===== src/rtl/multicycle_control.sv =====
// Main control FSM for a multi-cycle RV32I core.
// Sequences the shared ALU, memory port, instruction register and register
// file. Outputs are decoded combinationally from the current state. They are
// qualified by mem_ready, zero and funct3 where the instruction needs it.
module multicycle_control #(
    parameter logic [3:0] RESET_STATE = 4'd0
) (
    input  logic       clk,
    input  logic       rst_n,
    input  logic [6:0] op,
    input  logic [2:0] funct3,
    input  logic       funct7b5,
    input  logic       zero,
    input  logic       mem_ready,
    output logic       PCWrite,
    output logic       AdrSrc,
    output logic       MemWrite,
    output logic       IRWrite,
    output logic [1:0] ResultSrc,
    output logic [1:0] ALUSrcA,
    output logic [1:0] ALUSrcB,
    output logic [3:0] ALUControl,
    output logic       RegWrite,
    output logic [2:0] ImmSrc,
    output logic       instr_retired,
    output logic       illegal_instr
);

    typedef enum logic [3:0] {
        S_FETCH    = 4'd0,
        S_DECODE   = 4'd1,
        S_MEMADR   = 4'd2,
        S_MEMREAD  = 4'd3,
        S_MEMWB    = 4'd4,
        S_MEMWRITE = 4'd5,
        S_EXECR    = 4'd6,
        S_EXECI    = 4'd7,
        S_ALUWB    = 4'd8,
        S_JAL      = 4'd9,
        S_JALR     = 4'd10,
        S_BRANCH   = 4'd11,
        S_LUI      = 4'd12,
        S_ILLEGAL  = 4'd13
    } state_t;

    localparam logic [6:0] OP_LOAD   = 7'b0000011;
    localparam logic [6:0] OP_STORE  = 7'b0100011;
    localparam logic [6:0] OP_R      = 7'b0110011;
    localparam logic [6:0] OP_I      = 7'b0010011;
    localparam logic [6:0] OP_BRANCH = 7'b1100011;
    localparam logic [6:0] OP_JAL    = 7'b1101111;
    localparam logic [6:0] OP_JALR   = 7'b1100111;
    localparam logic [6:0] OP_LUI    = 7'b0110111;

    localparam logic [3:0] ALU_ADD  = 4'b0000;
    localparam logic [3:0] ALU_SUB  = 4'b0001;
    localparam logic [3:0] ALU_AND  = 4'b0010;
    localparam logic [3:0] ALU_OR   = 4'b0011;
    localparam logic [3:0] ALU_XOR  = 4'b0100;
    localparam logic [3:0] ALU_SLT  = 4'b0101;
    localparam logic [3:0] ALU_SLTU = 4'b0110;
    localparam logic [3:0] ALU_SLL  = 4'b0111;
    localparam logic [3:0] ALU_SRL  = 4'b1000;
    localparam logic [3:0] ALU_SRA  = 4'b1001;

    state_t     state_q, state_d;
    logic [1:0] alu_op;
    logic       pc_update;
    logic       branch;

    // State register: asynchronous clear back to FETCH
    always_ff @(posedge clk or negedge rst_n) begin
        if (!rst_n) begin
            state_q <= state_t'(RESET_STATE);
        end else begin
            state_q <= state_d;
        end
    end

    // Next-state selection from current state, opcode and memory handshake
    always_comb begin
        state_d = state_q;
        case (state_q)
            S_FETCH: begin
                if (mem_ready) state_d = S_DECODE;
            end
            S_DECODE: begin
                case (op)
                    OP_LOAD, OP_STORE: state_d = S_MEMADR;
                    OP_R:              state_d = S_EXECR;
                    OP_I:              state_d = S_EXECI;
                    OP_BRANCH:         state_d = (funct3[2:1] == 2'b00) ? S_BRANCH : S_ILLEGAL;
                    OP_JAL:            state_d = S_JAL;
                    OP_JALR:           state_d = S_JALR;
                    OP_LUI:            state_d = S_LUI;
                    default:           state_d = S_ILLEGAL;
                endcase
            end
            S_MEMADR:   state_d = (op == OP_STORE) ? S_MEMWRITE : S_MEMREAD;
            S_MEMREAD: begin
                if (mem_ready) state_d = S_MEMWB;
            end
            S_MEMWB:    state_d = S_FETCH;
            S_MEMWRITE: begin
                if (mem_ready) state_d = S_FETCH;
            end
            S_EXECR:    state_d = S_ALUWB;
            S_EXECI:    state_d = S_ALUWB;
            S_ALUWB:    state_d = S_FETCH;
            S_JAL:      state_d = S_ALUWB;
            S_JALR:     state_d = S_JAL;
            S_BRANCH:   state_d = S_FETCH;
            S_LUI:      state_d = S_FETCH;
            S_ILLEGAL:  state_d = S_ILLEGAL;
            default:    state_d = S_FETCH;
        endcase
    end

    // Per-state datapath steering and strobes; anything unset stays 0 / add
    always_comb begin
        AdrSrc        = 1'b0;
        MemWrite      = 1'b0;
        IRWrite       = 1'b0;
        ResultSrc     = 2'b00;
        ALUSrcA       = 2'b00;
        ALUSrcB       = 2'b00;
        RegWrite      = 1'b0;
        instr_retired = 1'b0;
        illegal_instr = 1'b0;
        alu_op        = 2'b00;
        pc_update     = 1'b0;
        branch        = 1'b0;
        case (state_q)
            S_FETCH: begin
                ALUSrcB   = 2'b10;
                ResultSrc = 2'b10;
                IRWrite   = mem_ready;
                pc_update = mem_ready;
            end
            S_DECODE: begin
                ALUSrcA = 2'b01;
                ALUSrcB = 2'b01;
            end
            S_MEMADR: begin
                ALUSrcA = 2'b10;
                ALUSrcB = 2'b01;
            end
            S_MEMREAD: begin
                AdrSrc = 1'b1;
            end
            S_MEMWB: begin
                ResultSrc     = 2'b01;
                RegWrite      = 1'b1;
                instr_retired = 1'b1;
            end
            S_MEMWRITE: begin
                AdrSrc        = 1'b1;
                MemWrite      = 1'b1;
                instr_retired = mem_ready;
            end
            S_EXECR: begin
                ALUSrcA = 2'b10;
                ALUSrcB = 2'b00;
                alu_op  = 2'b10;
            end
            S_EXECI: begin
                ALUSrcA = 2'b10;
                ALUSrcB = 2'b01;
                alu_op  = 2'b10;
            end
            S_ALUWB: begin
                RegWrite      = 1'b1;
                instr_retired = 1'b1;
            end
            S_JAL: begin
                ALUSrcA   = 2'b01;
                ALUSrcB   = 2'b10;
                pc_update = 1'b1;
            end
            S_JALR: begin
                ALUSrcA = 2'b10;
                ALUSrcB = 2'b01;
            end
            S_BRANCH: begin
                ALUSrcA       = 2'b10;
                ALUSrcB       = 2'b00;
                alu_op        = 2'b01;
                branch        = 1'b1;
                instr_retired = 1'b1;
            end
            S_LUI: begin
                ResultSrc     = 2'b11;
                RegWrite      = 1'b1;
                instr_retired = 1'b1;
            end
            S_ILLEGAL: begin
                illegal_instr = 1'b1;
            end
            default: begin
                alu_op = 2'b00;
            end
        endcase
    end

    // PC load: unconditional updates plus taken branches (beq on zero, bne on !zero)
    always_comb begin
        PCWrite = pc_update | (branch & (zero ^ funct3[0]));
    end

    // ALU operation decode from ALUOp, funct3 and funct7b5
    always_comb begin
        ALUControl = ALU_ADD;
        case (alu_op)
            2'b01: ALUControl = ALU_SUB;
            2'b10: begin
                case (funct3)
                    3'b000:  ALUControl = (op == OP_R && funct7b5) ? ALU_SUB : ALU_ADD;
                    3'b001:  ALUControl = ALU_SLL;
                    3'b010:  ALUControl = ALU_SLT;
                    3'b011:  ALUControl = ALU_SLTU;
                    3'b100:  ALUControl = ALU_XOR;
                    3'b101:  ALUControl = funct7b5 ? ALU_SRA : ALU_SRL;
                    3'b110:  ALUControl = ALU_OR;
                    default: ALUControl = ALU_AND;
                endcase
            end
            default: ALUControl = ALU_ADD;
        endcase
    end

    // Immediate format select, decoded from the opcode in every state
    always_comb begin
        case (op)
            OP_STORE:  ImmSrc = 3'b001;
            OP_BRANCH: ImmSrc = 3'b010;
            OP_LUI:    ImmSrc = 3'b011;
            OP_JAL:    ImmSrc = 3'b100;
            default:   ImmSrc = 3'b000;
        endcase
    end

endmodule

===== config.mk =====
export PLATFORM = sky130hd
export DESIGN_NAME = multicycle_control
export DESIGN_NICKNAME = d
export VERILOG_FILES = /design/src/rtl/multicycle_control.sv
export SDC_FILE = /design/constraint.sdc
export NUM_CORES = 1
export LEC_CHECK = 0
export ABC_AREA = 0
export CAP_MARGIN = 20
export CORE_MARGIN = 5
export CORE_UTILIZATION = 45
export DETAILED_ROUTE_END_ITERATION = 7
export HOLD_SLACK_MARGIN = 0.08
export PLACE_DENSITY = 0.84
export SYNTH_ARGS = -nofsm -noshare
export SYNTH_HDL_FRONTEND = slang
export SYNTH_SLANG_ARGS = --single-unit
export TNS_END_PERCENT = 100

===== constraint.sdc =====
create_clock -name clk -period 5.7 [get_ports clk]
set_input_delay 1.14 -clock clk [delete_from_list [all_inputs] [get_ports clk]]
set_output_delay 1.14 -clock clk [all_outputs]
set_load 0.01 [all_outputs]

Word level (Yosys, flattened, before mapping)
Index checks and enable logic that the tools add are counted.
Word-level totals
  logic and storage cells: 75
  bits in registers: 4
  output and inout bits: 20
  input bits: 15
Cells by class
  muxes and demuxes: 24
  reduce and logical (&&, ||, !) cells: 15
  bitwise operators: 3
  equal/unequal tests: 32
Operators with widths (count)
  4-bit case mux with 7 select lines: 2
  4-bit case mux with 8 select lines: 1
  4-bit == test, second input constant: 6
  7-bit by 6-bit == test with 1-bit output, second input constant: 3
  7-bit == test, second input constant: 3
  4-bit by 3-bit == test with 1-bit output, second input constant: 4
  4-bit two-way mux: 3
  2-bit case mux with 2 select lines: 3
  3-bit case mux with 4 select lines: 1
  2-bit OR reduction: 5
  3-bit == test, second input constant: 3
  4-bit by 2-bit == test with 1-bit output, second input constant: 2
  1-bit two-way mux: 8
  4-bit case mux with 2 select lines: 1
  4-bit OR reduction: 2
  7-bit by 2-bit == test with 1-bit output, second input constant: 1
  7-bit by 5-bit == test with 1-bit output, second input constant: 1
  3-bit by 2-bit == test with 1-bit output, second input constant: 2
  3-bit two-way mux: 2
  2-bit inequality test, second input constant: 3
  2-bit case mux with 3 select lines: 1
  3-bit OR reduction: 2
  5-bit OR reduction: 1
  4-bit by 1-bit == test with 1-bit output, second input constant: 1
  12 further kinds: 13

Logic depth before layout (Yosys ltp)
Gate-level depths: netlist of run 1.
  word-level depth: 5
  mapped depth: 8
  gate-level depth less buffers: 7

Least setup slack after synthesis of run 1
Ideal clock, no wire load.
  kind: input to output
  start point: in funct3[0]
  end point: out ALUControl[0]
  arrival: 1.971 ns
  buffers on the path: 1
  setup slack: 2.589 ns
  data required time: 4.560 ns
  stages: 5
  cell sequence: buf_2 > nor2b_1 > a211oi_1 > a211o_1 > a31oi_1
On the way
  cells in the longest elaborated chain, start to end: 3
  elaborated cells on any way between the ends: 9
  those cells by class: eq/ne: 6; mux: 2; reduce/logical: 1
RTL lines
  start, declared: line 11  | input logic [2:0] funct3,
  3-bit == test, or another cell as far along: line 216  | case (funct3)
  4-bit case mux with 7 select lines *: line 216
  4-bit case mux with 2 select lines *: line 213  | case (alu_op)
  end, declared: line 22  | output logic [3:0] ALUControl,
Every way passes the cells marked *; elsewhere a longest branch is shown, timed or not.

Worst setup path in the final report of run 1
  start point: in funct3[2]
  end point: out ALUControl[0]
Same word-level chain as after synthesis.

==> insert_results.sql, run 1 <==
INSERT INTO impl_metrics (metric_group, metric, value, unit) VALUES
('run_status', 'status', 'completed', ''),
('yosys', 'synth_flop_cell', 'sky130_fd_sc_hd__dfrtp_1', ''),
('yosys', 'ys_seq_area_share', '12.1', '%'),
('sta', 'fin_crit_sh', '73.2', '%'),
('yosys', 'synthMostInstantiatedCell', 'sky130_fd_sc_hd__nor2_1', ''),
('setup_path', 'r2r_slack', '4.11', 'ns'),
('clock_network', 'ctsHoldBuffers', '0', ''),
('floorplan', 'i_o_pin_total', '35', ''),
('detailed_routing', 'via_count', '990', ''),
('finish', 'nets', '167', ''),
('job', 'cap_violations', '0', ''),
('clock_network', 'clkSinkCount', '4', ''),
('sta', 'max_fclk', '240', 'MHz'),
('sta', 'grt_setup_unrepaired', 'no', ''),
('global_routing', 'gr-total-overflow', '0', ''),
('pwr', 'totalPowerFinal', '392', 'uW'),
('floorplan', 'die_y', '52.8', 'um'),
('setup_path', 'rr_startpoint', 'state_q[2]', ''),
('hold_path', 'hold_path_end', 'state_q[3]', ''),
('global_routing', 'grt_usage', '17.6', '%'),
('setup_path', 'rr_endpoint', 'state_q[2]', ''),
('finish', 'largest-register', 'state_q', ''),
('pwr', 'p_leak', '0.000455', 'uW'),
('detailed_routing', 'routed_wirelength', '2310', 'um'),
('floorplan', 'start_util', '47.8', '%'),
('yosys', 'area_leader_netlist', 'sky130_fd_sc_hd__dfrtp_1', ''),
('sta', 'final.hold.worst_slack', '0.857', 'ns'),
('clock_network', 'ctsHtreeMaxLevel', '1', ''),
('clock_network', 'clock_insertion_delay_worst_skew', '0.24', 'ns'),
('global_routing', 'grt_start_max_net_pins', '21', ''),
('finish', 'count_of_inserted_antenna_diode_cells', '0', ''),
('yosys', 'netlist_top_cells_count', '13 x sky130_fd_sc_hd__nor2_1, 12 x sky130_fd_sc_hd__nand2_1, 8 x sky130_fd_sc_hd__a21oi_1', ''),
('finish', 'final_area', '0.00116', 'sq mm'),
('placement', 'dpl-instance-area', '0.00114', 'sq mm'),
('clock_network', 'cts_setup_buffers', '0', ''),
('sta', 'least_margin_pin_slew', '0.552', 'ns'),
('yosys', 'syn-instance-count', '120', ''),
('setup_path', 'timing.critical_path.arrival', '3.03', 'ns'),
('clock_network', 'clock_tree.root_cell', 'sky130_fd_sc_hd__clkbuf_4', ''),
('hold_path', 'hold_start', 'state_q[3]', ''),
('detailed_routing', 'final_antenna_net_count', '0', ''),
('finish', 'layout-drive-gt1-share', '6.08', '%'),
('global_routing', 'grt_pass1_wl', '3800', 'um'),
('detailed_routing', 'drtIter0Drc', '32', ''),
('yosys', 'synth.yosys.warnings', '0', ''),
('sta', 'setup_total_negative_slack', '0', 'ns'),
('setup_path', 'timing.setup.critical_path_class', 'in -> out', ''),
('setup_path', 'worstSetupStartpointType', 'input port', ''),
('floorplan', 'design.die.area', '0.00279', 'sq mm'),
('yosys', 'netlist-cell-type-count', '44', ''),
('floorplan', 'chipWidth', '52.8', 'um'),
('yosys', 'synth.top_cell.area_share', '12.1', '%'),
('clock_network', 'cts_tree', 'yes', ''),
('finish', 'syn_to_final_growth', '40.3', '%'),
('sta', 'min_period', '4.17', 'ns'),
('global_routing', 'initial_antenna_violation_count', '0', ''),
('clock_network', 'ctsResizeCount', '0', ''),
('detailed_routing', 'dr.pass1.iters', '4', ''),
('setup_path', 'timing.critical_path.fanout_max', '7', ''),
('floorplan', 'floorplan.core_area', '0.00173', 'sq mm'),
('yosys', 'synth-async-reset-ratio', '100', '%'),
('setup_path', 'critPathCaptureType', 'output pin', ''),
('sta', 'final-setup-viol-count', '0', ''),
('global_routing', 'first_global_vias', '902', ''),
('setup_path', 'required', '4.56', 'ns'),
('hold_path', 'min_path_type', 'reg -> reg', ''),
('placement', 'port_buffers', '34', ''),
('pwr', 'highest_ir_drop_seen_on_vdd', '0.174', 'mV'),
('pwr', 'areal_power_density_over_the_cells', '339', 'mW/mm^2'),
('yosys', 'postSynthNetCount', '137', ''),
('sta', 'clock-skew-final', '0.00523', 'ns');
layer usage:
metal / up-vias / global-route usage, % / part of all wire [%]
met2: 39 / 31.2 / 48
met3: 0 / 2.85 / 7.4
met1: 452 / 21.8 / 44
li1: 499 / - / -
met5: - / 0 / 0
met4: 0 / 3.83 / 0
worst max-delay path, cell delays in order:
cell                              delay (ns)
sky130_fd_sc_hd__clkdlybuf4s50_1        0.53
sky130_fd_sc_hd__nor2_1                 0.23
sky130_fd_sc_hd__a211oi_1               0.13
sky130_fd_sc_hd__a211o_1                0.31
sky130_fd_sc_hd__a31oi_1                0.13
sky130_fd_sc_hd__clkdlybuf4s50_1        0.56
cell usage in the layout (no fill, tap or decap), drive strengths merged, types with 2 or more instances in the layout:
cell,instances
clkdlybuf4s50,34
nor2,13
nand2,12
a21oi,8
nor3,7
o21ai,7
nand2b,6
inv,5
nand3,5
nor2b,5
dfrtp,4
clkbuf,3
a211oi,3
nor3b,2
nand3b,2
and3,2
mux2i,2
a31oi,2
o32ai,2
a21o,2
a22oi,2
o211ai,2
ha,2
cell type report:
cell class / count / area [sq um]
clock buffers: 3 / 22.5
fillers: 159 / 568
inverters: 5 / 18.8
multi-input cells: 102 / 646
flip-flops and latches: 4 / 100
well taps: 25 / 31.3
repair buffers: 34 / 340
cell families after synthesis:
family,count (synthesis),share of synthesized area (%)
buf+inv,14,9.70
fa+ha+maj,2,3.03
compound gates,39,33.6
simple gates,57,37.0
flops,4,12.1
xor+xnor,2,2.12
mux,2,2.42
stage by stage:
| stage | instances | util [%] | setup WS, ns |
|---|---|---|---|
| after floorplan | 120 | - | 2.59 |
| after global placement | 170 | 65.8 | 1.56 |
| after detailed placement | 170 | 65.8 | 1.51 |
| after CTS | 173 | 67.1 | 1.52 |
| after global routing | 173 | 67.1 | 1.37 |
| final | 173 | 67.1 | 1.53 |
worst max path at each step:
stage | start | endpoint | depth (start not counted)
after floorplan | funct3[0] | ALUControl[0] | 5
after global placement | funct3[2] | ALUControl[0] | 6
after detailed placement | funct3[2] | ALUControl[0] | 6
after CTS | funct3[2] | ALUControl[0] | 6
after global routing | funct3[2] | ALUControl[0] | 6
final | funct3[2] | ALUControl[0] | 6
power by group:
part           internal, uW  leakage (uW)  switching, uW
clock                  23.6     0.0000138           12.7
sequential             38.8     0.0000520           43.7
combinational           149      0.000389            125
Note: power is estimated with default switching activity, not from simulation.
==> run 2, diff against run 1 <==
CORE_UTILIZATION = 38   (was 45)
PLACE_DENSITY = 0.76   (was 0.84)
clock period = 3.83 ns   (was 5.7 ns; I/O delays follow)
==> run 2 against run 1 <==
  * Utilization shrank 8.9 points
  * Global-route usage shrank 3.8 points
  * Via count shrank 1.0%
  * Critical path type unchanged
  * First-iteration DRC count is the same
  * Worst setup slack lost 1.1 ns
  * Highest routed layer is now met4
  * Clock skew shrank 0.0040 ns
  * Count of clock-buffer cells in the layout is the same
  * Critical endpoint unchanged
  * Combinational power grew 58%
  * Non-clock buffer count grew 2
  * Register-to-register slack lost 1.9 ns
  * Largest power group unchanged
==> insert_results.sql, run 2 (synthesized netlist as in run 1, its figures left out) <==
INSERT INTO impl_metrics (metric_group, metric, value, unit) VALUES
('setup_path', 'timing.critical_path.arrival', '2.63', 'ns'),
('detailed_routing', 'final_antenna_net_count', '0', ''),
('clock_network', 'path_clk_slew', '0.03', 'ns'),
('detailed_routing', 'routed_wirelength', '2260', 'um'),
('detailed_routing', 'dr_wl_met2', '1060', 'um'),
('detailed_routing', 'wire_length_per_cell_after_detailed_routing', '12.8', 'um'),
('setup_path', 'critPathCaptureType', 'output pin', ''),
('detailed_routing', 'drtIter0Drc', '32', ''),
('floorplan', 'core.rowCount', '16', ''),
('clock_network', 'clock_tree.root_cell', 'sky130_fd_sc_hd__clkbuf_4', ''),
('sta', 'least_margin_pin_slew', '0.429', 'ns'),
('setup_path', 'required', '3.06', 'ns'),
('clock_network', 'clkSinkCount', '4', ''),
('sta', 'clock-skew-final', '0.00122', 'ns'),
('clock_network', 'ctsResizeCount', '0', ''),
('clock_network', 'ctsHoldBuffers', '0', ''),
('sta', 'timing.max_slew.rel_slack', '71.4', '%'),
('global_routing', 'grt_pass1_wl', '3770', 'um'),
('placement', 'dpl.cell_count', '174', ''),
('pwr', 'highest_ir_drop_seen_on_vdd', '0.232', 'mV'),
('clock_network', 'cts_tree', 'yes', ''),
('detailed_routing', 'maxUsedRoutingLayer', 'met4', ''),
('placement', 'gp_routability_congestion', '0.896', ''),
('detailed_routing', 'drc', '0', ''),
('pwr', 'power.sequential.fraction', '18.1', '%'),
('placement', 'place_hpwl', '1800', 'um'),
('floorplan', 'chipWidth', '56.6', 'um'),
('pwr', 'switching_share', '45.0', '%'),
('placement', 'port_buffers', '34', ''),
('pwr', 'total_switching_power', '263', 'uW'),
('global_routing', 'grt_start_max_net_pins', '18', ''),
('setup_path', 'rr_startpoint', 'state_q[2]', ''),
('setup_path', 'timing.critical_path.fanout_max', '5', ''),
('setup_path', 'timing.setup.critical_path_class', 'in -> out', ''),
('finish', 'syn_to_final_growth', '42.4', '%'),
('sta', 'max_fclk', '294', 'MHz'),
('floorplan', 'floorplan.core_area', '0.00202', 'sq mm'),
('finish', 'count_of_inserted_antenna_diode_cells', '0', ''),
('detailed_routing', 'dr.pass1.iters', '4', ''),
('sta', 'setup_total_negative_slack', '0', 'ns'),
('floorplan', 'die_y', '56.6', 'um'),
('finish', 'layout-drive-gt1-share', '7.33', '%'),
('floorplan', 'design.die.area', '0.00321', 'sq mm'),
('finish', 'layout_commonest_cell', 'sky130_fd_sc_hd__clkdlybuf4s50_1', ''),
('clock_network', 'cts_made_buffers', '3', ''),
('finish', 'final-instance-count-excl-fill', '177', ''),
('clock_network', 'cts_setup_buffers', '0', ''),
('global_routing', 'first_global_vias', '910', ''),
('pwr', 'p_leak', '0.000465', 'uW'),
('pwr', 'power.clock.fraction', '8.4', '%'),
('run_status', 'status', 'completed', ''),
('finish', 'layout_common_cells', '34 x sky130_fd_sc_hd__clkdlybuf4s50_1, 13 x sky130_fd_sc_hd__nor2_1, 12 x sky130_fd_sc_hd__nand2_1', ''),
('clock_network', 'ctsHtreeMaxLevel', '1', ''),
('sta', 'grt_setup_unrepaired', 'no', ''),
('global_routing', 'initial_antenna_violation_count', '0', ''),
('clock_network', 'clock_insertion_delay_worst_skew', '0.23', 'ns'),
('detailed_routing', 'met3_length', '212', 'um'),
('finish', 'largest-register', 'state_q', ''),
('finish', 'largestRegisters', 'state_q x4', ''),
('pwr', 'cellInternalPower', '322', 'uW'),
('sta', 'min_period', '3.40', 'ns'),
('floorplan', 'start_util', '40.8', '%'),
('detailed_routing', 'via_count', '980', ''),
('setup_path', 'r2r_slack', '2.24', 'ns'),
('hold_path', 'min_path_type', 'in -> async', ''),
('finish', 'largest_reg_flops', '4', ''),
('detailed_routing', 'detail_route.vias_per_cell', '5.54', ''),
('setup_path', 'worstSetupStartpointType', 'input port', ''),
('floorplan', 'i_o_pin_total', '35', ''),
('pwr', 'comb_power_share', '73.5', '%'),
('job', 'cap_violations', '0', ''),
('clock_network', 'cts_max_path_buffers', '2', ''),
('sta', 'final_hold_viol_count', '0', ''),
('pwr', 'areal_power_density_over_the_cells', '497', 'mW/mm^2'),
('setup_path', 'rr_endpoint', 'state_q[2]', ''),
('finish', 'nets', '169', ''),
('setup_path', 'ff2ff_path_depth', '5', ''),
('sta', 'report.final.slew_viol_count', '0', ''),
('sta', 'final-setup-viol-count', '0', ''),
('sta', 'fin_crit_sh', '88.7', '%'),
('global_routing', 'gr-total-overflow', '0', ''),
('detailed_routing', 'm1WireLength', '976', 'um'),
('global_routing', 'grt_usage', '13.7', '%');
## run 2: changes by cell type in the layout (fill, tap and decap cells not counted), sizes merged
cell  previous run  this run
buf              0         2
## run 2: critical path: stages
cell	delay, ns
sky130_fd_sc_hd__clkdlybuf4s50_1	0.47
sky130_fd_sc_hd__nand2_1	0.11
sky130_fd_sc_hd__nor2_1	0.25
sky130_fd_sc_hd__nand2_1	0.13
sky130_fd_sc_hd__nand3b_1	0.17
sky130_fd_sc_hd__a31oi_1	0.17
sky130_fd_sc_hd__clkdlybuf4s50_1	0.56
## run 2: how the worst max path moves through the flow
stage,startpoint,end
after floorplan,state_q[2],ALUControl[0]
after detailed placement,op[0],ALUControl[0]
after global placement,op[1],ALUControl[0]
after CTS,funct3[1],ALUControl[0]
final,op[0],ALUControl[0]
after global routing,op[0],ALUControl[0]
## run 2: per-layer routing
metal / GRT usage, % / up-vias
met5: 0 / -
met4: 5.42 / 0
met3: 2.75 / 2
met2: 23.8 / 47
met1: 16.4 / 437
li1: - / 494
## run 2: final cells by class
cell class | count | area [sq um]
inverters | 5 | 18.8
well taps | 27 | 33.8
clock buffers | 3 | 22.5
multi-input cells | 102 | 646
fillers | 189 | 846
flip-flops and latches | 4 | 100
repair buffers | 36 | 355
## run 2: power groups by stage
stage	clock network (uW)	registers, uW	logic [uW]
after floorplan	0	69.6	285
after global placement	0	103	427
after detailed placement	0	103	431
after CTS	51.7	103	432
after global routing	54.6	110	467
final	49.3	106	430
## run 2: stage by stage
step                utilization [%]  setup WS (ns)  total power, uW  area (sq um)  hold WS (ns)
floorplan                         -           1.46              354           826         0.470
global placement               57.1          0.448              530          1150         0.748
detailed placement             57.1          0.443              534          1150         0.766
CTS                            58.2          0.432              587          1180         0.732
global route                   58.2          0.265              631          1180         0.750
finish                         58.2          0.434              585          1180         0.736
==> run 3, diff against run 2 <==
ABC_CLOCK_PERIOD_IN_PS = 3830   (was not set)
CORE_UTILIZATION = 28   (was 38)
PLACE_DENSITY = not set   (was 0.76)
==> run 3 against run 2 <==
  * Clock skew rose by 0.0069 ns
  * Die area rose by 29%
  * Largest cell class unchanged
  * Non-clock buffer count did not move
==> insert_results.sql, run 3 (synthesized netlist as in run 1, its figures left out) <==
INSERT INTO impl_metrics (metric_group, metric, value, unit) VALUES
('setup_path', 'timing.critical_path.arrival', '2.63', 'ns'),
('setup_path', 'critPathCaptureType', 'output pin', ''),
('setup_path', 'rr_endpoint', 'state_q[2]', ''),
('pwr', 'total_switching_power', '271', 'uW'),
('finish', 'layout-drive-gt1-share', '7.33', '%'),
('sta', 'min_period', '3.40', 'ns'),
('clock_network', 'ctsHtreeMaxLevel', '1', ''),
('placement', 'port_buffers', '34', ''),
('floorplan', 'chipWidth', '64.3', 'um'),
('sta', 'final-setup-viol-count', '0', ''),
('setup_path', 'ff2ff_path_depth', '4', ''),
('floorplan', 'die_y', '64.3', 'um'),
('clock_network', 'cts_setup_buffers', '0', ''),
('finish', 'final-instance-count-excl-fill', '181', ''),
('setup_path', 'timing.setup.critical_path_class', 'in -> out', ''),
('sta', 'fin_crit_sh', '88.8', '%'),
('clock_network', 'ctsHoldBuffers', '0', ''),
('hold_path', 'min_path_type', 'in -> async', ''),
('sta', 'report.final.slew_viol_count', '0', ''),
('finish', 'largestRegisters', 'state_q x4', ''),
('pwr', 'power.sequential.fraction', '18.4', '%'),
('global_routing', 'initial_antenna_violation_count', '0', ''),
('clock_network', 'clkSinkCount', '4', ''),
('setup_path', 'cp_common_cell', 'sky130_fd_sc_hd__clkdlybuf4s50_1', ''),
('detailed_routing', 'final_antenna_net_count', '0', ''),
('run_status', 'status', 'completed', ''),
('finish', 'largest_reg_flops', '4', ''),
('pwr', 'highest_ir_drop_seen_on_vdd', '0.388', 'mV'),
('detailed_routing', 'drc', '0', ''),
('setup_path', 'worstPathCellList', 'clkdlybuf4s50_1 -> nor2_1 -> a211oi_1 -> a211o_1 -> a31oi_1 -> clkdlybuf4s50_1', ''),
('floorplan', 'core.rowCount', '19', ''),
('detailed_routing', 'drtIter0Drc', '36', ''),
('placement', 'place_hpwl', '1830', 'um'),
('finish', 'syn_to_final_growth', '43.0', '%'),
('setup_path', 'required', '3.06', 'ns'),
('floorplan', 'start_util', '29.7', '%'),
('clock_network', 'cts_made_buffers', '3', ''),
('setup_path', 'timing.critical_path.fanout_max', '7', ''),
('setup_path', 'worst_path_max_delay_cell', 'sky130_fd_sc_hd__clkdlybuf4s50_1', ''),
('detailed_routing', 'routed_wirelength', '2320', 'um'),
('pwr', 'areal_power_density_over_the_cells', '502', 'mW/mm^2'),
('sta', 'least_margin_pin_slew', '0.421', 'ns'),
('job', 'cap_violations', '0', ''),
('pwr', 'comb_power_share', '72.3', '%'),
('placement', 'dpl.cell_count', '178', ''),
('floorplan', 'floorplan.core_area', '0.00278', 'sq mm'),
('finish', 'fill_cells', '293', ''),
('setup_path', 'slowest_delay', '0.56', 'ns'),
('clock_network', 'cts_max_path_buffers', '2', ''),
('sta', 'max_fclk', '294', 'MHz'),
('finish', 'layout_common_cells', '34 x sky130_fd_sc_hd__clkdlybuf4s50_1, 13 x sky130_fd_sc_hd__nor2_1, 12 x sky130_fd_sc_hd__nand2_1', ''),
('setup_path', 'worstPathBufferInverterCount', '2', ''),
('global_routing', 'grt_start_max_net_pins', '18', ''),
('clock_network', 'clock_tree.root_cell', 'sky130_fd_sc_hd__clkbuf_4', ''),
('sta', 'clock-skew-final', '0.00816', 'ns'),
('placement', 'gp_routability_congestion', '0.789', ''),
('finish', 'count_of_inserted_antenna_diode_cells', '0', ''),
('setup_path', 'path_delay_family', 'buffers and inverters', ''),
('setup_path', 'rr_startpoint', 'state_q[3]', ''),
('detailed_routing', 'dr.pass1.iters', '6', ''),
('sta', 'final_hold_viol_count', '0', ''),
('detailed_routing', 'wire_length_per_cell_after_detailed_routing', '12.8', 'um'),
('pwr', 'power.clock.fraction', '9.3', '%'),
('floorplan', 'i_o_pin_total', '35', ''),
('setup_path', 'worstSetupStartpointType', 'input port', ''),
('pwr', 'switching_share', '45.7', '%'),
('clock_network', 'cts_tree', 'yes', ''),
('detailed_routing', 'via_count', '974', ''),
('sta', 'grt_setup_unrepaired', 'no', ''),
('global_routing', 'first_global_vias', '953', ''),
('setup_path', 'r2r_slack', '2.28', 'ns'),
('global_routing', 'gr-total-overflow', '0', ''),
('global_routing', 'grt_pass1_wl', '4060', 'um'),
('finish', 'largest-register', 'state_q', ''),
('finish', 'layout_commonest_cell', 'sky130_fd_sc_hd__clkdlybuf4s50_1', ''),
('global_routing', 'grt_usage', '11.6', '%'),
('clock_network', 'ctsResizeCount', '0', ''),
('detailed_routing', 'detail_route.vias_per_cell', '5.38', ''),
('pwr', 'cellInternalPower', '322', 'uW'),
('pwr', 'p_leak', '0.000465', 'uW'),
('finish', 'nets', '169', ''),
('clock_network', 'path_clk_slew', '0.04', 'ns'),
('clock_network', 'clock_insertion_delay_worst_skew', '0.24', 'ns'),
('sta', 'timing.max_slew.rel_slack', '71.9', '%'),
('sta', 'setup_total_negative_slack', '0', 'ns'),
('floorplan', 'design.die.area', '0.00414', 'sq mm');
[run 3: cell counts in the layout (fill, tap and decap cells not counted)]
Identical to the previous run, type by type.
[run 3: final cells by class]
type | instances | area [sq um] | area share (%)
well taps | 31 | 38.8 | 3.28
repair buffers | 36 | 355 | 30.1
multi-input cells | 102 | 646 | 54.7
inverters | 5 | 18.8 | 1.59
flip-flops and latches | 4 | 100 | 8.47
clock buffers | 3 | 22.5 | 1.91
[run 3: worst max-delay path by stage]
| stage | slack [ns] | depth (start not counted) | to | from |
|---|---|---|---|---|
| after global placement | 0.39 | 6 | ALUControl[0] | funct3[2] |
| after CTS | 0.42 | 6 | ALUControl[0] | funct3[1] |
| after detailed placement | 0.44 | 6 | ALUControl[0] | funct3[1] |
| final | 0.43 | 6 | ALUControl[0] | funct3[2] |
| after floorplan | 1.46 | 8 | ALUControl[0] | state_q[2] |
| after global routing | 0.29 | 7 | ALUControl[0] | op[1] |
[run 3: power groups by stage]
stage	Combinational (uW)	Sequential, uW	Clock [uW]
floorplan	285	69.6	0
finish	429	109	55.3
CTS	431	108	56.6
global placement	426	110	0
detailed placement	429	109	0
global route	477	117	58.5
[run 3: per-stage QoR]
stage          power [uW]  hold slack, ns  setup WS (ns)  cell area [sq um]  util [%]
6_report              593           0.714          0.431               1180      42.5
5_1_grt               652           0.734          0.285               1180      42.5
4_1_cts               596           0.718          0.421               1180      42.5
3_5_place_dp          538           0.767          0.436               1160      41.7
3_3_place_gp          536           0.771          0.390               1160      41.7
2_1_floorplan         354           0.470           1.46                826         -
[run 3: routing by layer]
metal | vias up | GRT usage [%] | part of all wire (%)
met5 | - | 0 | 0
met4 | 0 | 5.09 | 1.4
met3 | 6 | 2.10 | 7.6
met2 | 43 | 17.8 | 43
met1 | 425 | 15.8 | 48
li1 | 500 | - | -
